[config.mk]
export PLATFORM = sky130hd
export DESIGN_NAME = multicycle_ctrl_flat
export DESIGN_NICKNAME = d
export VERILOG_FILES = /design/src/rtl/multicycle_ctrl_if.sv /design/src/rtl/multicycle_ctrl.sv /design/src/flat_wrapper.sv
export SDC_FILE = /design/constraint.sdc
export NUM_CORES = 1
export LEC_CHECK = 0
export ABC_AREA = 1
export CORE_MARGIN = 1.5
export CORE_UTILIZATION = 51
export DETAILED_ROUTE_END_ITERATION = 7
export GPL_TIMING_DRIVEN = 0
export PLACE_DENSITY_LB_ADDON = 0.08
export SLEW_MARGIN = 20
export SYNTH_ARGS = -nofsm -noshare
export SYNTH_HDL_FRONTEND = slang
export SYNTH_SLANG_ARGS = --single-unit
[constraint.sdc]
create_clock -name clk -period 6 [get_ports clk]
set_input_delay 0.6 -clock clk [delete_from_list [all_inputs] [get_ports clk]]
set_output_delay 0.6 -clock clk [all_outputs]
set_load 0.02 [all_outputs]
[src/rtl/multicycle_ctrl_if.sv]
// rtl/multicycle_ctrl_if.sv - control/status bundle between the multicycle controller and its datapath
//
// Signal summary (direction as seen from the controller, modport master):
//   in  opcode[5:0], funct[5:0]  instruction register fields, stable from DECODE onward
//   in  zero                     ALU zero flag
//   in  mem_ready                memory completes the current access this cycle
//   out iord, mem_write, ir_write, pc_en, pc_src[1:0], reg_dest, mem2reg,
//       reg_write, alu_src_a, alu_src_b[1:0], alu_op[2:0]   datapath controls
//   out illegal_op               one-cycle pulse on an unsupported instruction
//   out state[3:0]               current state code (debug)
//   out retired[CNT_W-1:0]       retired-instruction count
// Modport slave is the datapath side of the same bundle.
interface multicycle_ctrl_if #(
    parameter int CNT_W = 32
) ();
    logic [5:0]       opcode;
    logic [5:0]       funct;
    logic             zero;
    logic             mem_ready;
    logic             iord;
    logic             mem_write;
    logic             ir_write;
    logic             pc_en;
    logic [1:0]       pc_src;
    logic             reg_dest;
    logic             mem2reg;
    logic             reg_write;
    logic             alu_src_a;
    logic [1:0]       alu_src_b;
    logic [2:0]       alu_op;
    logic             illegal_op;
    logic [3:0]       state;
    logic [CNT_W-1:0] retired;

    modport master (
        input  opcode, funct, zero, mem_ready,
        output iord, mem_write, ir_write, pc_en, pc_src, reg_dest, mem2reg,
               reg_write, alu_src_a, alu_src_b, alu_op, illegal_op, state, retired
    );

    modport slave (
        output opcode, funct, zero, mem_ready,
        input  iord, mem_write, ir_write, pc_en, pc_src, reg_dest, mem2reg,
               reg_write, alu_src_a, alu_src_b, alu_op, illegal_op, state, retired
    );
endinterface

[src/rtl/multicycle_ctrl.sv]
// rtl/multicycle_ctrl.sv - FSM sequencing the shared multicycle MIPS datapath
//
// Ports:
//   clk    system clock
//   rst_n  asynchronous active-low reset
//   bus    multicycle_ctrl_if.master: IR fields, zero flag and memory ready in;
//          mux selects, write enables, ALU op, illegal_op pulse, debug state
//          and retired-instruction counter out.
// Parameter CNT_W sets the width of the retired counter (wraps modulo 2^CNT_W).
// Optional feature macro MULTICYCLE_CTRL_JR_EN: when defined, R-type funct 0x08
// executes as JR (state 13); when undefined it is treated as illegal.
//
// The state register is the only sequential state besides the counter; all
// datapath controls are decoded from it (plus mem_ready/zero) so that the
// datapath sees them in the same cycle the state is entered.
module multicycle_ctrl #(
    parameter int CNT_W = 32
) (
    input  logic                  clk,
    input  logic                  rst_n,
    multicycle_ctrl_if.master     bus
);

    localparam logic [5:0] OP_RTYPE = 6'h00;
    localparam logic [5:0] OP_J     = 6'h02;
    localparam logic [5:0] OP_BEQ   = 6'h04;
    localparam logic [5:0] OP_ADDI  = 6'h08;
    localparam logic [5:0] OP_ADDIU = 6'h09;
    localparam logic [5:0] OP_LW    = 6'h23;
    localparam logic [5:0] OP_SW    = 6'h2B;

    localparam logic [2:0] ALU_AND = 3'b000;
    localparam logic [2:0] ALU_OR  = 3'b001;
    localparam logic [2:0] ALU_ADD = 3'b010;
    localparam logic [2:0] ALU_SUB = 3'b110;
    localparam logic [2:0] ALU_SLT = 3'b111;

    typedef enum logic [3:0] {
        S_FETCH   = 4'd0,
        S_DECODE  = 4'd1,
        S_MEMADR  = 4'd2,
        S_MEMRD   = 4'd3,
        S_MEMWB   = 4'd4,
        S_MEMWR   = 4'd5,
        S_EXECUTE = 4'd6,
        S_ALUWB   = 4'd7,
        S_BRANCH  = 4'd8,
        S_ADDIEX  = 4'd9,
        S_ADDIWB  = 4'd10,
        S_JUMP    = 4'd11,
        S_ILLEGAL = 4'd12
`ifdef MULTICYCLE_CTRL_JR_EN
        ,
        S_JR      = 4'd13
`endif
    } state_t;

    state_t           state_q, state_d;
    logic [CNT_W-1:0] retired_q, retired_d;
    logic             retire;

    // Supported R-type ALU functions; anything else (including JR when the
    // JR feature is off) falls through to ILLEGAL.
    function automatic logic funct_is_alu(input logic [5:0] f);
        case (f)
            6'h20, 6'h21, 6'h22, 6'h23, 6'h24, 6'h25, 6'h2A, 6'h2B: funct_is_alu = 1'b1;
            default:                                                funct_is_alu = 1'b0;
        endcase
    endfunction

    function automatic logic [2:0] funct_alu_op(input logic [5:0] f);
        case (f)
            6'h22, 6'h23: funct_alu_op = ALU_SUB;
            6'h24:        funct_alu_op = ALU_AND;
            6'h25:        funct_alu_op = ALU_OR;
            6'h2A, 6'h2B: funct_alu_op = ALU_SLT;
            default:      funct_alu_op = ALU_ADD;
        endcase
    endfunction

    // Next-state and retire decision.
    always_comb begin
        state_d = S_FETCH;
        retire  = 1'b0;
        case (state_q)
            S_FETCH:   state_d = bus.mem_ready ? S_DECODE : S_FETCH;
            S_DECODE: begin
                case (bus.opcode)
                    OP_LW, OP_SW:      state_d = S_MEMADR;
                    OP_RTYPE:          state_d = S_EXECUTE;
                    OP_BEQ:            state_d = S_BRANCH;
                    OP_ADDI, OP_ADDIU: state_d = S_ADDIEX;
                    OP_J:              state_d = S_JUMP;
                    default:           state_d = S_ILLEGAL;
                endcase
            end
            // Only lw/sw reach MEMADR, so a single compare picks the branch.
            S_MEMADR:  state_d = (bus.opcode == OP_SW) ? S_MEMWR : S_MEMRD;
            S_MEMRD:   state_d = bus.mem_ready ? S_MEMWB : S_MEMRD;
            S_MEMWB: begin
                state_d = S_FETCH;
                retire  = 1'b1;
            end
            S_MEMWR: begin
                state_d = bus.mem_ready ? S_FETCH : S_MEMWR;
                retire  = bus.mem_ready;
            end
            S_EXECUTE: begin
                if (funct_is_alu(bus.funct)) begin
                    state_d = S_ALUWB;
`ifdef MULTICYCLE_CTRL_JR_EN
                end else if (bus.funct == 6'h08) begin
                    state_d = S_JR;
`endif
                end else begin
                    state_d = S_ILLEGAL;
                end
            end
            S_ALUWB, S_BRANCH, S_ADDIWB, S_JUMP: begin
                state_d = S_FETCH;
                retire  = 1'b1;
            end
            S_ADDIEX:  state_d = S_ADDIWB;
            S_ILLEGAL: state_d = S_FETCH;
`ifdef MULTICYCLE_CTRL_JR_EN
            S_JR: begin
                state_d = S_FETCH;
                retire  = 1'b1;
            end
`endif
            // Unreachable codes recover to FETCH without retiring.
            default:   state_d = S_FETCH;
        endcase
        retired_d = retired_q + CNT_W'(retire);
    end

    always_ff @(posedge clk or negedge rst_n) begin
        if (!rst_n) begin
            state_q   <= S_FETCH;
            retired_q <= '0;
        end else begin
            state_q   <= state_d;
            retired_q <= retired_d;
        end
    end

    // Datapath control decode. Anything not assigned in a state stays 0.
    always_comb begin
        bus.iord       = 1'b0;
        bus.mem_write  = 1'b0;
        bus.ir_write   = 1'b0;
        bus.pc_en      = 1'b0;
        bus.pc_src     = 2'b00;
        bus.reg_dest   = 1'b0;
        bus.mem2reg    = 1'b0;
        bus.reg_write  = 1'b0;
        bus.alu_src_a  = 1'b0;
        bus.alu_src_b  = 2'b00;
        bus.alu_op     = 3'b000;
        bus.illegal_op = 1'b0;
        case (state_q)
            S_FETCH: begin
                // PC+4 is computed every FETCH cycle but only committed,
                // together with the IR load, on the cycle memory completes.
                bus.alu_src_b = 2'b01;
                bus.alu_op    = ALU_ADD;
                bus.ir_write  = bus.mem_ready;
                bus.pc_en     = bus.mem_ready;
            end
            S_DECODE: begin
                // Branch target precomputed into ALUOut while decoding.
                bus.alu_src_b = 2'b11;
                bus.alu_op    = ALU_ADD;
            end
            S_MEMADR: begin
                bus.alu_src_a = 1'b1;
                bus.alu_src_b = 2'b10;
                bus.alu_op    = ALU_ADD;
            end
            S_MEMRD:  bus.iord = 1'b1;
            S_MEMWB: begin
                bus.mem2reg   = 1'b1;
                bus.reg_write = 1'b1;
            end
            S_MEMWR: begin
                bus.iord      = 1'b1;
                bus.mem_write = 1'b1;
            end
            S_EXECUTE: begin
                bus.alu_src_a = 1'b1;
                bus.alu_op    = funct_alu_op(bus.funct);
            end
            S_ALUWB: begin
                bus.reg_dest  = 1'b1;
                bus.reg_write = 1'b1;
            end
            S_BRANCH: begin
                bus.alu_src_a = 1'b1;
                bus.alu_op    = ALU_SUB;
                bus.pc_src    = 2'b01;
                bus.pc_en     = bus.zero;
            end
            S_ADDIEX: begin
                bus.alu_src_a = 1'b1;
                bus.alu_src_b = 2'b10;
                bus.alu_op    = ALU_ADD;
            end
            S_ADDIWB: bus.reg_write = 1'b1;
            S_JUMP: begin
                bus.pc_src = 2'b10;
                bus.pc_en  = 1'b1;
            end
            S_ILLEGAL: bus.illegal_op = 1'b1;
`ifdef MULTICYCLE_CTRL_JR_EN
            S_JR: begin
                bus.pc_src = 2'b11;
                bus.pc_en  = 1'b1;
            end
`endif
            default: ;
        endcase
        // While reset is held the state already reads FETCH; the strobes are
        // masked so nothing is loaded before the core is released.
        if (!rst_n) begin
            bus.ir_write = 1'b0;
            bus.pc_en    = 1'b0;
        end
    end

    assign bus.state   = state_q;
    assign bus.retired = retired_q;

endmodule

[src/flat_wrapper.sv]
// flat-port wrapper written by rule: the top's interface ports become plain ports
module multicycle_ctrl_flat 
#(
    parameter int CNT_W = 32
)
  (clk, rst_n, bus_opcode, bus_funct, bus_zero, bus_mem_ready, bus_iord, bus_mem_write, bus_ir_write, bus_pc_en, bus_pc_src, bus_reg_dest, bus_mem2reg, bus_reg_write, bus_alu_src_a, bus_alu_src_b, bus_alu_op, bus_illegal_op, bus_state, bus_retired);
  multicycle_ctrl_if #(.CNT_W(CNT_W)) bus_i ();
  input  logic clk;
  input  logic rst_n;
  input wire logic [$bits(bus_i.opcode)-1:0] bus_opcode;
  input wire logic [$bits(bus_i.funct)-1:0] bus_funct;
  input wire logic [$bits(bus_i.zero)-1:0] bus_zero;
  input wire logic [$bits(bus_i.mem_ready)-1:0] bus_mem_ready;
  output wire logic [$bits(bus_i.iord)-1:0] bus_iord;
  output wire logic [$bits(bus_i.mem_write)-1:0] bus_mem_write;
  output wire logic [$bits(bus_i.ir_write)-1:0] bus_ir_write;
  output wire logic [$bits(bus_i.pc_en)-1:0] bus_pc_en;
  output wire logic [$bits(bus_i.pc_src)-1:0] bus_pc_src;
  output wire logic [$bits(bus_i.reg_dest)-1:0] bus_reg_dest;
  output wire logic [$bits(bus_i.mem2reg)-1:0] bus_mem2reg;
  output wire logic [$bits(bus_i.reg_write)-1:0] bus_reg_write;
  output wire logic [$bits(bus_i.alu_src_a)-1:0] bus_alu_src_a;
  output wire logic [$bits(bus_i.alu_src_b)-1:0] bus_alu_src_b;
  output wire logic [$bits(bus_i.alu_op)-1:0] bus_alu_op;
  output wire logic [$bits(bus_i.illegal_op)-1:0] bus_illegal_op;
  output wire logic [$bits(bus_i.state)-1:0] bus_state;
  output wire logic [$bits(bus_i.retired)-1:0] bus_retired;
  assign bus_i.opcode = bus_opcode;
  assign bus_i.funct = bus_funct;
  assign bus_i.zero = bus_zero;
  assign bus_i.mem_ready = bus_mem_ready;
  assign bus_iord = bus_i.iord;
  assign bus_mem_write = bus_i.mem_write;
  assign bus_ir_write = bus_i.ir_write;
  assign bus_pc_en = bus_i.pc_en;
  assign bus_pc_src = bus_i.pc_src;
  assign bus_reg_dest = bus_i.reg_dest;
  assign bus_mem2reg = bus_i.mem2reg;
  assign bus_reg_write = bus_i.reg_write;
  assign bus_alu_src_a = bus_i.alu_src_a;
  assign bus_alu_src_b = bus_i.alu_src_b;
  assign bus_alu_op = bus_i.alu_op;
  assign bus_illegal_op = bus_i.illegal_op;
  assign bus_state = bus_i.state;
  assign bus_retired = bus_i.retired;
  multicycle_ctrl #(.CNT_W(CNT_W)) u_core (.clk(clk), .rst_n(rst_n), .bus(bus_i));
endmodule
# [Word-level counts from Yosys, hierarchy flattened]
# Index checks and enable logic that the tools add are counted.
[op_classes] n_addsub=1 mul=0 div_mod_pow=0 order_cmp=0 n_eq_ne=26 n_shift=0 n_mux=25 n_bitwise=0 n_reduce_logical=13
[ops] op="$eq A6 B6 Y1 const B" n=10
[ops] op="$add A32 B1 Y32" n=1
[ops] op="$pmux W4 S7" n=1
[ops] op="$eq A4 B4 Y1 const B" n=5
[ops] op="$pmux W4 S5" n=1
[ops] op="$eq A4 B3 Y1 const B" n=4
[ops] op="$mux W1" n=13
[ops] op="$eq A6 B4 Y1 const B" n=2
[ops] op="$pmux W3 S4" n=1
[ops] op="$reduce_or A2 Y1" n=6
[ops] op="$mux W3" n=3
[ops] op="$pmux W3 S3" n=1
[ops] op="$eq A4 B2 Y1 const B" n=2
[ops] op="$reduce_or A4 Y1" n=2
[ops] op="$reduce_or A8 Y1" n=1
[ops] op="$eq A6 B2 Y1 const B" n=1
[ops] op="$eq A6 B3 Y1 const B" n=1
[ops] op="$logic_not A6 Y1" n=1
[ops] op="$pmux W2 S3" n=1
[ops] op="$reduce_or A5 Y1" n=1
[ops] op="$eq A4 B1 Y1 const B" n=1
[ops] op="$logic_not A4 Y1" n=1
[ops] op="$mux W4" n=1
[ops] op="$pmux W2 S2" n=1
[ops] op="other kinds (3)" n=3
[totals] regBits=36 latch_bits=0 ramBits=0 rom_bits=0 in_bits=16 out_inout_bits=52 elab_cells=67 mem_count=0

# [Longest topological paths before layout]
# Gate-level depths: netlist (run 1).
[depth] depth_word=6 mapped_depth=14 mapped_depth_nobuf=14

# [Worst setup path before layout (run 1)]
# No wires, ideal clock.
[synth_timing] path_kind="flip-flop to flip-flop" from="register u_core.state_q[3], in the netlist u_core.bus.state[3]" to="register u_core.retired_q[18], in the netlist u_core.bus.retired[18]" setup_ns=0.117 arrival_ns=2.404 t_required_ns=5.883 setup_slack_ns=3.478 path_stages_with_launch=15 path_buffers=0 period_less_slack_ns=2.522 cell_sequence="dfrtp_1 > inv_1 > nand2_1 > nor2_1 > inv_1 > o221ai_1 > ha_1 > ha_1 > nand3_2 > nor2_4 > nand2_2 > nor2_4 > nand2_1 > nand2_1 > nand2_1"
[synth_between] elab_chain_cells=4 elab_cells_between_ends=9 cone_classes="add/sub (1); eq/ne (6); mux (1); reduce/logical (1)"
[synth_rtl] item="start: declaration" line_no="multicycle_ctrl.sv:58" source="state_t state_q, state_d;"
[synth_rtl] item="start signal: assignment" line_no="multicycle_ctrl.sv:142" source="state_q <= state_d;"
[synth_rtl] item="$eq A4 B4 Y1 / $eq A4 B3 Y1 (equally long branches)" line_no="multicycle_ctrl.sv:85" source="case (state_q)"
[synth_rtl] item="$reduce_or A5 Y1 (no line)"
[synth_rtl] item="$pmux W1 S2 (*)" line_no="multicycle_ctrl.sv:85"
[synth_rtl] item="$add A32 B1 Y32 (*)" line_no="multicycle_ctrl.sv:134" source="retired_d = retired_q + CNT_W'(retire);"
[synth_rtl] item="via u_core.retired_d[18]" line_no="multicycle_ctrl.sv:59" source="logic [CNT_W-1:0] retired_q, retired_d;"
[synth_rtl] item="end signal: assignment" line_no="multicycle_ctrl.sv:143" source="retired_q <= retired_d;"
[synth_rtl] item="end: declaration" line_no="multicycle_ctrl.sv:59"
# The timed path passes the listed nets; every way through them passes the cells marked *.

# [Worst setup path in the final report (run 1)]
[layout_timing] from="input bus_funct[5]" to="output bus_alu_op[0]"
[layout_between] elab_chain_cells=4 elab_cells_between_ends=10 cone_classes="eq/ne (6); mux (2); reduce/logical (2)"
[layout_rtl] item="start: declaration" line_no="flat_wrapper.sv:11" source="input wire logic [$bits(bus_i.funct)-1:0] bus_funct;"
[layout_rtl] item="$eq A6 B6 Y1" line_no="multicycle_ctrl.sv:72" source="case (f)"
[layout_rtl] item="$reduce_or A2 Y1" line_no="multicycle_ctrl.sv:72"
[layout_rtl] item="$pmux W3 S4 (*)" line_no="multicycle_ctrl.sv:72"
[layout_rtl] item="$pmux W3 S3 (*)" line_no="multicycle_ctrl.sv:161" source="case (state_q)"
[layout_rtl] item="end: declaration" line_no="flat_wrapper.sv:24" source="output wire logic [$bits(bus_i.alu_op)-1:0] bus_alu_op;"
# Mark *: on every way between the ends. The rest lies on a longest branch, timed or not.

==> reports/metrics.yaml, run 1 <==
drt:
  wl_met3_um: 275
  wirelength_um: 6023
  dr_total_vias: 2409
  dr.pass1.iters: 4
  drc_errors: 0
  avgRoutedWirePerCell_um: 12.92
  drtIter0Drc: 121
  antenna_left: 0
  wl_met2_um: 3099
  met1Wirelength_um: 2434
  routed_via_density: 5.170
  top_layer: "met4"
cts:
  clk_latency_ns: 0.29
  clk_path_buf_depth: 2
  cts.sinks: 36
  cts-root-buf: "clkbuf_8"
  htree_num_levels: 2
  clk_pin_slew_ns: 0.08
  cts_made_buffers: 5
  cts_resized: 0
  cts_setup_buffers: 0
  hold_buffers: 0
  cts_tree: "done"
power:
  p_per_area_nw_per_um2: 273.7
  ir_worst_vdd_v: 0.0001998
  leakage_nw: 1.434
critical_path:
  arrival_ns: 2.28
  slowest_delay_ns: 0.63
  critPathKind: "input pin to output port"
  crit_path_end: "bus_alu_op[0]"
  path_delay_family: "buffers and inverters"
  timing.rr.end: "u_core.bus.retired[30]"
  crit_cells: 8
  crit_path_end_kind: "output port"
  crit_chain: "clkdlybuf4s50_1 -> inv_1 -> nor2_1 -> nand2_1 -> nor2_1 -> nand3_1 -> o21ai_0 -> clkdlybuf4s50_1"
  reg2regPathDepth: 14
  crit_slowest_cell: "clkdlybuf4s50_1"
  r2r_slack_ns: 3.41
  crit_buf_inv: 3
  cp-startpoint: "bus_funct[5]"
  required_ns: 5.40
  crit_fanout: 3
  start_kind: "input pin"
  r2r-start: "u_core.bus.state[1]"
min_path:
  hold_path_class: "input pin to async pin"
yosys:
  synth.avg_cell_area_um2: 6.837
  synth_area_um2: 2311
  synth_fp_nets: 356
  synth_seq_cells: 36
  synthCells: 338
  ys_types: 23
  ys_seq_area_frac: 0.3898
  yosysWarnings: 0
sta:
  max_freq_mhz: 347.1
  period_needed_ns: 2.881
  hold_ws_ns: 0.2202
  setup_tns_ns: 0
  setup_viol: 0
  maxSlewViolCount: 0
  rsz0062_at_grt: "no"
  worst_pin_slew_ns: 0.4919
  relSlewSlack: 0.6695
  hold_viol: 0
  min_period_over_period: 0.4801
  fin_skew_ns: 0.01056
global_route:
  grt.total_usage: 0.2660
  antenna_found_initial: 0
  grt_first_pass_wirelength_um: 10350
  grt_pass1_vias: 2295
  grt-ovfl-total: 0
  grt_max_degree: 24
finish:
  final_cell_mix: "nand2_1, clkdlybuf4s50_1, inv_1, nor2_1, dfrtp_1"
  mostFrequentLayoutCell: "nand2_1"
  layout.nets: 431
  antenna_cells: 0
  drive_above_1_share: 0.05314
  area_growth_pct: 36.87
die:
  io_pins: 68
  die-area_um2: 4944
  rows: 24
  die_w_um: 70.32
  start_util: 0.5307
  core_um2: 4354
  die_h_um: 70.32
placement:
  gp_congestion: 0.9112
  io_buffer_count: 67
  hpwl_um: 4874
flow_run:
  cap_violations: 0
outcome:
  status: "finished, final reports clean"
## layout make-up
class / count / area, um^2
clock buffer: 7 / 86.33
clock inverter: 1 / 7.507
multi-input combinational: 250 / 1215
tap: 52 / 65.06
timing repair buffer: 68 / 693.2
fill: 380 / 1191
inverter: 52 / 195.2
sequential: 36 / 900.9
## report_power, final
group / switching [mW] / total [mW] / internal [mW]
Sequential: 0.0451 / 0.320 / 0.274
Clock: 0.0865 / 0.180 / 0.0933
Combinational: 0.207 / 0.366 / 0.159
## cells in the mapped netlist (all sizes together)
master | instances | area share
xnor2 | 2 | 0.0076
o21ai | 5 | 0.011
inv | 52 | 0.084
nand4 | 9 | 0.024
nor3b | 1 | 0.0032
ha | 2 | 0.011
nand2 | 110 | 0.18
nand3b | 7 | 0.023
o221ai | 1 | 0.0038
a21oi | 1 | 0.0022
o21bai | 1 | 0.0032
nor3 | 20 | 0.048
dfrtp | 36 | 0.39
nand3 | 20 | 0.050
o211ai | 2 | 0.0065
xor2 | 13 | 0.049
nor2 | 56 | 0.10
## flip-flops by register name, indices dropped and copies added, names as in the netlist
name and cells:
u_core.bus.state 4, u_core.bus.retired 32
## metal layers
metal / up-vias / global-route usage
met2: 68 / 0.4602
met4: 0 / 0.1218
li1: 1213 / -
met3: 18 / 0.06205
met5: - / 0
met1: 1110 / 0.3095
## stage by stage
step	setup slack, ns	utilization	area, um^2	power, mW	std cells
2_1_floorplan	3.478	-	2311	0.5153	338
3_3_place_gp	2.176	0.6997	3047	0.6859	457
3_5_place_dp	3.124	0.7049	3069	0.6889	458
4_1_cts	3.112	0.7264	3163	0.8718	466
5_1_grt	2.945	0.7264	3163	0.9146	466
6_report	3.119	0.7264	3163	0.8656	466
## how the worst min path moves through the flow
stage,endpoint,startpoint,cells after the start
after floorplan,u_core.bus.retired[0],rst_n,0
after global placement,u_core.bus.retired[31],u_core.bus.retired[31],2
after detailed placement,u_core.bus.retired[31],u_core.bus.retired[31],2
after CTS,u_core.bus.retired[9],rst_n,1
after global routing,u_core.bus.retired[10],rst_n,1
final,u_core.bus.retired[10],rst_n,1
## cell families after synthesis
kind of cell	after synthesis	synth area share
flops	36	0.3898
buf+inv	52	0.08446
fa+ha+maj	2	0.01083
xor+xnor	15	0.05685
compound gates	10	0.02653
simple gates	223	0.4315
Note: power is estimated with default switching activity, not from simulation.
==> run 2, diff against run 1 <==
- CORE_UTILIZATION: 51 -> 43
- clock period: 6 -> 2.4 ns (I/O delays scaled with it)
==> run 2 against run 1 <==
Effect of this change:
- first-iteration DRC count grew 20%
- hold slack gained 0.23 ns
- utilization shrank 8.2 points
- sequential power grew to 2.5 times the previous value
- final area grew 4.7%
- global-route usage shrank 4.3 points
- clock skew shrank 0.0037 ns
- power grew to 2.7 times the previous value
- combinational power grew to 2.6 times the previous value
- non-clock buffer count grew 6
- cell count grew 5.2%
- critical endpoint is now u_core.bus.retired[18]
- highest routed layer unchanged
==> reports/metrics.yaml, run 2 (synthesized netlist as in run 1, its figures left out) <==
global_route:
  antenna_found_initial: 0  # unchanged
  grt-ovfl-total: 0  # unchanged
  grt.total_usage: 0.2229  # -0.04310
  grt_pass1_vias: 2398  # +4.5%
  grt_max_degree: 20  # -17%
  met1_usage: 0.2880  # -0.02153
  grt_first_pass_wirelength_um: 10480  # +1.3%
  gr-usage-met3: 0.04431  # -0.01774
  grt.met2_usage: 0.3741  # -0.08606
  grt.busiest_layer: "met2"
power:
  leakage_nw: 1.493  # +4.1%
  internal_power_mw: 1.426  # +170%
  p_per_area_nw_per_um2: 698.3  # +160%
  switching_share: 0.3836  # -0.007424
  clockPowerShare: 0.230  # +0.022
  seq_power_share: 0.352  # -0.017
  ir_worst_vdd_v: 0.0006097  # +210%
  combPwrFrac: 0.418  # -0.005
  power_switching_mw: 0.8872  # +160%
die:
  die_w_um: 76.31  # +8.5%
  die-area_um2: 5823  # +18%
  rows: 26  # +8.3%
  start_util: 0.4496  # -0.08114
  die_h_um: 76.31  # +8.5%
  io_pins: 68  # unchanged
  core_um2: 5140  # +18%
sta:
  min_period_over_period: 0.9321
  setup_tns_ns: 0  # unchanged
  maxSlewViolCount: 0  # unchanged
  rsz0062_at_grt: "yes"
  relSlewSlack: 0.4600  # -0.2095
  fin_skew_ns: 0.006882  # -0.003678 ns
  hold_ws_ns: 0.4484  # +0.2282 ns
  setup_viol: 0  # unchanged
  worst_pin_slew_ns: 0.8074  # +0.3154 ns
  max_freq_mhz: 447.0
  period_needed_ns: 2.237
  hold_viol: 0  # unchanged
finish:
  final_cell_mix: "nand2_1, clkdlybuf4s50_1, inv_1, nor2_1, dfrtp_1"
  mostFrequentLayoutCell: "nand2_1"
  drive_above_1_share: 0.09762  # +0.04448
  layout.nets: 437  # +1.4%
  antenna_cells: 0  # unchanged
  final_cells: 490  # +5.2%
  area_growth_pct: 43.31
  largest_reg_flops: 32  # unchanged
drt:
  avgRoutedWirePerCell_um: 12.29  # -4.9%
  routed_via_density: 4.929  # -4.7%
  drc_errors: 0  # unchanged
  wirelength_um: 6021  # about the same
  dr.pass1.iters: 4  # unchanged
  drtIter0Drc: 145  # +20%
  dr_total_vias: 2415  # +0.25%
  antenna_left: 0  # unchanged
cts:
  cts_tree: "done"
  clk_pin_slew_ns: 0.08  # about the same
  clk_latency_ns: 0.29  # about the same
  htree_num_levels: 2  # unchanged
  cts.sinks: 36  # unchanged
  cts_made_buffers: 5  # unchanged
  clk_path_buf_depth: 2  # unchanged
  cts-root-buf: "clkbuf_8"
placement:
  hpwl_um: 4888  # +0.30%
  dp.cells: 476  # +3.9%
  gp_congestion: 0.9641  # +5.8%
  io_buffer_count: 67  # unchanged
critical_path:
  r2r-start: "u_core.bus.state[1]"
  timing.rr.end: "u_core.bus.retired[18]"
  critPathKind: "register to register"
  arrival_ns: 2.42  # +0.14 ns
  reg2regPathDepth: 14  # unchanged
  start_kind: "register"
  crit_path_end_kind: "register"
  required_ns: 2.58  # -2.82 ns
  r2r_slack_ns: 0.16  # -3.25 ns
  crit_fanout: 6  # +3
outcome:
  status: "finished, final reports clean"
min_path:
  hold_path_class: "input pin to async pin"
flow_run:
  cap_violations: 0  # unchanged
[run 2: cell types whose count changed in the layout (fill, tap and decap cells not counted), moves of 2 or more]
cell	before	now
buf_4	0	4
clkdlybuf4s50_1	66	64
dfrtp_1	36	34
dfrtp_2	0	2
dlygate4sd3_1	0	2
dlymetal6s2s_1	0	2
ha_1	2	0
inv_1	51	49
inv_2	1	3
nand2_1	109	107
nand2_2	1	3
nor2_1	50	45
nor2_2	3	7
[run 2: worst max path at each step]
| stage | start | end | slack, ns | cells past startpoint |
|---|---|---|---|---|
| detailed placement | u_core.bus.state[3] | u_core.bus.retired[30] | -0.13 | 14 |
| finish | u_core.bus.state[1] | u_core.bus.retired[18] | 0.16 | 14 |
| global route | u_core.bus.state[0] | u_core.bus.retired[18] | -0.03 | 14 |
| global placement | rst_n | bus_pc_en | -0.73 | 4 |
| CTS | u_core.bus.state[3] | u_core.bus.retired[30] | 0.002 | 14 |
| floorplan | u_core.bus.state[3] | u_core.bus.retired[18] | 0.03 | 14 |
[run 2: final cells by class]
| class | count | area, um^2 |
|---|---|---|
| inverter | 52 | 195.2 |
| clock inverter | 3 | 42.54 |
| clock buffer | 5 | 68.82 |
| multi-input combinational | 250 | 1266 |
| tap | 70 | 87.58 |
| timing repair buffer | 74 | 748.2 |
| fill | 498 | 1828 |
| sequential | 36 | 903.4 |
[run 2: what timing repair did]
| item | CTS | global route |
|---|---|---|
| setup buffers | 2 | 2 |
| endpoints found under the hold margin | 19 | 0 |
| resized for setup | 5 | 10 |
| pin swaps | 1 | 4 |
| gates cloned | 0 | 0 |
| hold buffers | 2 | 0 |
| setup endpoints to repair | 8 | 10 |
[run 2: worst max-delay path: stages (launching register included)]
cell	delay, ns
dfrtp_2	0.46
inv_2	0.09
nand2_2	0.08
nor2_4	0.14
inv_1	0.07
o221ai_2	0.13
ha_2	0.24
ha_4	0.17
nand3_4	0.10
nor2_4	0.17
nand2_2	0.11
nor2_4	0.17
nand2_1	0.07
nand2_1	0.08
nand2_1	0.05
[run 2: power by group through the flow]
| stage | sequential, mW | clock, mW | combinational [mW] |
|---|---|---|---|
| 6_report | 0.814 | 0.533 | 0.966 |
| 5_1_grt | 0.830 | 0.568 | 1.04 |
| 4_1_cts | 0.804 | 0.544 | 0.948 |
| 3_5_place_dp | 0.807 | 0 | 0.928 |
| 3_3_place_gp | 0.806 | 0 | 0.911 |
| 2_1_floorplan | 0.882 | 0 | 0.419 |
[run 2: routing by layer]
metal / part of all wire / vias to the layer above
met4: 0.016 / 0
met1: 0.47 / 1106
met2: 0.46 / 73
met5: 0 / -
li1: - / 1228
met3: 0.052 / 8
[run 2: metrics by stage]
step	total power, mW	util	instance area, um^2	setup WS [ns]
floorplan	1.301	-	2323	0.02735
global route	2.442	0.6444	3312	-0.03248
detailed placement	1.735	0.6039	3104	-0.1319
finish	2.313	0.6444	3312	0.1629
global placement	1.717	0.5996	3082	-0.7271
CTS	2.295	0.6356	3267	0.002222
==> run 3, diff against run 2 <==
==> constraint.sdc (replaced) <==
create_clock -name clk -period 2.4 [get_ports clk]
set_input_delay 0.6 -clock clk [delete_from_list [all_inputs] [get_ports clk]]
set_output_delay 0.6 -clock clk [all_outputs]
set_load 0.02 [all_outputs]
==> run 3 against run 2 <==
Effect of this change:
- critical endpoint is now bus_alu_op[0]
- worst setup slack got worse by 0.10 ns
- hold slack got worse by 0.27 ns
- clock skew barely moved
- sequential power rose by 0.5%
- sequential cell count did not move
- power fell by 0.30%
- combinational power fell by 0.9%
- wire length fell by 0.48%
==> reports/metrics.yaml, run 3 (synthesized netlist as in run 1, its figures left out) <==
placement:
  hpwl_um: 4888  # unchanged
  dpl_worst_slack_ns: -0.4588  # -0.3269 ns
  io_buffer_count: 67  # unchanged
  gp_congestion: 0.9641  # unchanged
cts:
  clk_latency_ns: 0.29  # about the same
  htree_num_levels: 2  # unchanged
  cts-root-buf: "clkbuf_8"
  cts.sinks: 36  # unchanged
  cts_tree: "done"
  hold_buffers: 0  # -2
  clk_path_buf_depth: 2  # unchanged
  clk_pin_slew_ns: 0.08  # about the same
  cts_made_buffers: 5  # unchanged
die:
  die_h_um: 76.31  # unchanged
  rows: 26  # unchanged
  core_um2: 5140  # unchanged
  die-area_um2: 5823  # unchanged
  start_util: 0.4496  # unchanged
  die_w_um: 76.31  # unchanged
  io_pins: 68  # unchanged
power:
  switching_share: 0.3911  # +0.007479
  ir_worst_vdd_v: 0.0005392  # -12%
  p_per_area_nw_per_um2: 690.5  # -1.1%
  internal_power_mw: 1.404  # -1.5%
  clockPowerShare: 0.230  # about the same
  power_switching_mw: 0.9018  # +1.6%
  seq_power_share: 0.355  # +0.003
  combPwrFrac: 0.415  # -0.003
  leakage_nw: 1.587  # +6.3%
critical_path:
  r2r-start: "u_core.bus.state[3]"
  crit_chain: "clkdlybuf4s50_1 -> nor2_1 -> nand2_2 -> nor2_4 -> nand3_1 -> o21ai_0 -> buf_2"
  required_ns: 1.80  # -0.78 ns
  path_delay_family: "buffers and inverters"
  crit_buf_inv: 2  # unchanged
  r2r_slack_ns: 0.16  # about the same
  arrival_ns: 1.74  # -0.68 ns
  crit_slowest_cell: "clkdlybuf4s50_1"
  reg2regPathDepth: 14  # unchanged
  critPathKind: "input pin to output port"
  slowest_delay_ns: 0.45  # about the same
  timing.rr.end: "u_core.bus.retired[18]"
  start_kind: "input pin"
  crit_path_end_kind: "output port"
  crit_fanout: 3  # -3
finish:
  largest_reg_flops: 32  # unchanged
  antenna_cells: 0  # unchanged
  layout.nets: 437  # unchanged
  final_core_util: 0.6497  # +0.005356
  drive_above_1_share: 0.1310  # +0.03333
  area_growth_pct: 44.50
  final_cell_mix: "nand2_1, clkdlybuf4s50_1, inv_1, nor2_1, dfrtp_1"
  mostFrequentLayoutCell: "nand2_1"
  fillers: 488  # -2.0%
drt:
  drtIter0Drc: 151  # +4.1%
  routed_via_density: 4.931  # about the same
  wirelength_um: 5992  # -0.48%
  dr_total_vias: 2416  # +0.041%
  drc_errors: 0  # unchanged
  avgRoutedWirePerCell_um: 12.23  # -0.48%
  antenna_left: 0  # unchanged
  dr.pass1.iters: 4  # unchanged
global_route:
  grt_first_pass_wirelength_um: 10490  # +0.12%
  antenna_found_initial: 0  # unchanged
  grt.total_usage: 0.2232  # +0.0002550
  grt_pass1_vias: 2388  # -0.42%
  grt_max_degree: 21  # +5.0%
  grt-ovfl-total: 0  # unchanged
sta:
  fin_skew_ns: 0.006677  # -0.0002052 ns
  maxSlewViolCount: 0  # unchanged
  relSlewSlack: 0.6943  # +0.2343
  period_needed_ns: 2.340  # +0.1026 ns
  hold_viol: 0  # unchanged
  worst_pin_slew_ns: 0.4551  # -0.3523 ns
  max_freq_mhz: 427.4  # -4.4%
  min_period_over_period: 0.9749  # +0.04273
  setup_viol: 0  # unchanged
  timing.final.ws_setup_ns: 0.06033  # -0.1026 ns
min_path:
  hold_path_class: "input pin to async pin"
flow_run:
  cap_violations: 0  # unchanged
outcome:
  status: "finished, final reports clean"
-- run 3: cell count changes in the layout (fill, tap and decap cells not counted), sizes merged --
cell | before | now
clkbuf | 5 | 6
dlygate4sd3 | 2 | 0
clkdlybuf4s50 | 64 | 51
clkdlybuf4s15 | 0 | 1
dlygate4sd2 | 0 | 5
buf | 6 | 10
dlymetal6s2s | 2 | 6
-- run 3: worst max-delay path by stage --
stage,startpoint,end,depth (start not counted)
after floorplan,u_core.bus.state[3],u_core.bus.retired[18],14
after global placement,rst_n,bus_pc_en,4
after detailed placement,bus_funct[5],bus_alu_op[0],8
after CTS,bus_funct[5],bus_alu_op[0],8
after global routing,bus_funct[1],bus_alu_op[0],7
final,bus_funct[1],bus_alu_op[0],7
-- run 3: per-layer routing --
metal	share of wire	vias up	global-route usage	wire [um]
met5	0	-	0	0
li1	-	1225	-	-
met4	0.020	0	0.07222	121
met2	0.47	71	0.3732	2794
met3	0.055	12	0.04551	328
met1	0.46	1108	0.2888	2747
-- run 3: final cells by class --
cell class / instances / area, um^2 / share of cell area
multi-input cells: 250 / 1304 / 0.3904
flip-flops and latches: 36 / 903.4 / 0.2705
repair buffers: 74 / 738.2 / 0.2211
inverters: 52 / 195.2 / 0.05845
well taps: 70 / 87.58 / 0.02623
clock buffers: 5 / 68.82 / 0.02061
clock inverters: 3 / 42.54 / 0.01274
-- run 3: power groups by stage --
| stage | logic (mW) | registers [mW] | clock network [mW] |
|---|---|---|---|
| after floorplan | 0.419 | 0.882 | 0 |
| after global placement | 0.911 | 0.806 | 0 |
| after detailed placement | 0.928 | 0.807 | 0 |
| after CTS | 0.937 | 0.808 | 0.544 |
| after global routing | 1.04 | 0.834 | 0.568 |
| final | 0.957 | 0.818 | 0.531 |
-- run 3: per-stage QoR --
step	TNS, ns	instances	cell area (um^2)	hold slack, ns	power, mW
2_1_floorplan	0	338	2323	0.3044	1.301
3_3_place_gp	-12.17	475	3082	0.4695	1.717
3_5_place_dp	-5.482	476	3104	0.4787	1.735
4_1_cts	-0.1234	487	3268	0.1846	2.288
5_1_grt	-0.01492	490	3339	0.1967	2.439
6_report	0	490	3339	0.1815	2.306
-- run 3: repair_timing --
action,in CTS,in global routing
setup endpoints to repair,15,25
endpoints found under the hold margin,0,0
pin swaps,2,4
buffers inserted,3,3
resized for setup,26,27
==> RTL edit: new RTL, settings of run 2 <==
Reset style: synchronous (`rst_n`), changed in one clocked block. Comments in the files are not updated.
--- a/src/rtl/multicycle_ctrl.sv
+++ b/src/rtl/multicycle_ctrl.sv
@@ -134,7 +134,7 @@
         retired_d = retired_q + CNT_W'(retire);
     end
 
-    always_ff @(posedge clk or negedge rst_n) begin
+    always_ff @(posedge clk) begin
         if (!rst_n) begin
             state_q   <= S_FETCH;
             retired_q <= '0;
Function: differs if rst_n is asserted again (counterexample within 4 cycles, from zero or initial values and one cycle with rst_n low); with rst_n held inactive, the same outputs for 10 cycles.
==> RTL edit against run 2 <==
- critical path depth up 1
- worst setup slack worse by 0.10 ns
- first-iteration DRC count down 12%
- cell area down 2.4%
- non-clock buffer count up 5
- clock skew about the same
- sequential cell count unchanged
- wire length up 7.9%
- synthesized area down 3.6%
- highest routed layer unchanged
Power is not compared: it rests on default switching activity, and its combinational part moved more than twofold at a synthesized area within 25%.
==> RTL edit: results (changes against run 2) <==
route:
  viasPerCell: 4.98  # +1.1%
  firstDrtPassIters: 5  # +1
  drt-initial-drc-count: 127  # -12%
status:
  status: "completed"
place:
  hpwl_um: 4940  # +1.1%
  finalWeightedCongestion: 0.885  # -8.2%
  dp.cells: 497  # +4.4%
  dpl_cell_area_um2: 3000  # -3.4%
  pre_cts_ws_ns: -0.0873  # +0.0446 ns
layout:
  nClkBuffers: 7  # +2
  signal_buffers: 79  # +6.8%
  seq_cells: 36  # unchanged
  area_share_nonclk_buffers: 0.232  # +0.00637
  comb.multi_input.count: 273  # +9.2%
  multi_input_area_um2: 1390  # +9.4%
  fillers: 480  # -3.6%
  inverters: 48  # -7.7%
synthesis:
  synthArstFlopShare: 0  # -1.00
  synth.area.top_cells: "dfxtp_1 32%, nand2_1 14%, nor2_1 11%, inv_1 7.1%, a21oi_1 6.5%"
  ys_seq_area_frac: 0.323  # -0.0664
  synth_nets: 378  # +6.2%
  synth_flop_cell: "dfxtp_1"
  synthAdderAreaFrac: 0.0112  # +0.000401
  synthTopCellsByCount: "86 x nand2_1, 67 x nor2_1, 42 x inv_1"
global_routing:
  grt_use_total: 0.236  # +0.0134
  grt_pass1_wl_um: 9990  # -4.7%
  met1_usage: 0.283  # -0.00485
  grt_max_degree: 11  # -45%
worst_setup_path:
  cp_max_fo: 7  # +1
timing:
  hold_ws_ns: 0.477  # +0.0286 ns
  tightest_slew_ns: 0.519  # -0.288 ns
floorplanning:
  fp.dieW_um: 75.0  # -1.7%
RTL edit: changes by cell type in the layout (fill, tap and decap cells not counted), sizes merged, moves of 9 or more:
| cell | delta |
|---|---|
| dfrtp | -36 |
| nor2 | +22 |
| nand2 | -19 |
| o21ai | +9 |
| dfxtp | +36 |
| a21oi | +28 |
| xor2 | -10 |
RTL edit: layer usage:
| metal | vias to the layer above | part of all wire |
|---|---|---|
| met5 | - | 0 |
| met3 | 10 | 0.052 |
| met4 | 0 | 0.016 |
| li1 | 1319 | - |
| met1 | 1165 | 0.44 |
| met2 | 61 | 0.49 |
RTL edit: timing repair:
action                     CTS  global route
resized for setup            6            19
buffers inserted             2             7
setup endpoints to repair   11            23
cloned                       0             0
pin swaps                    1             6
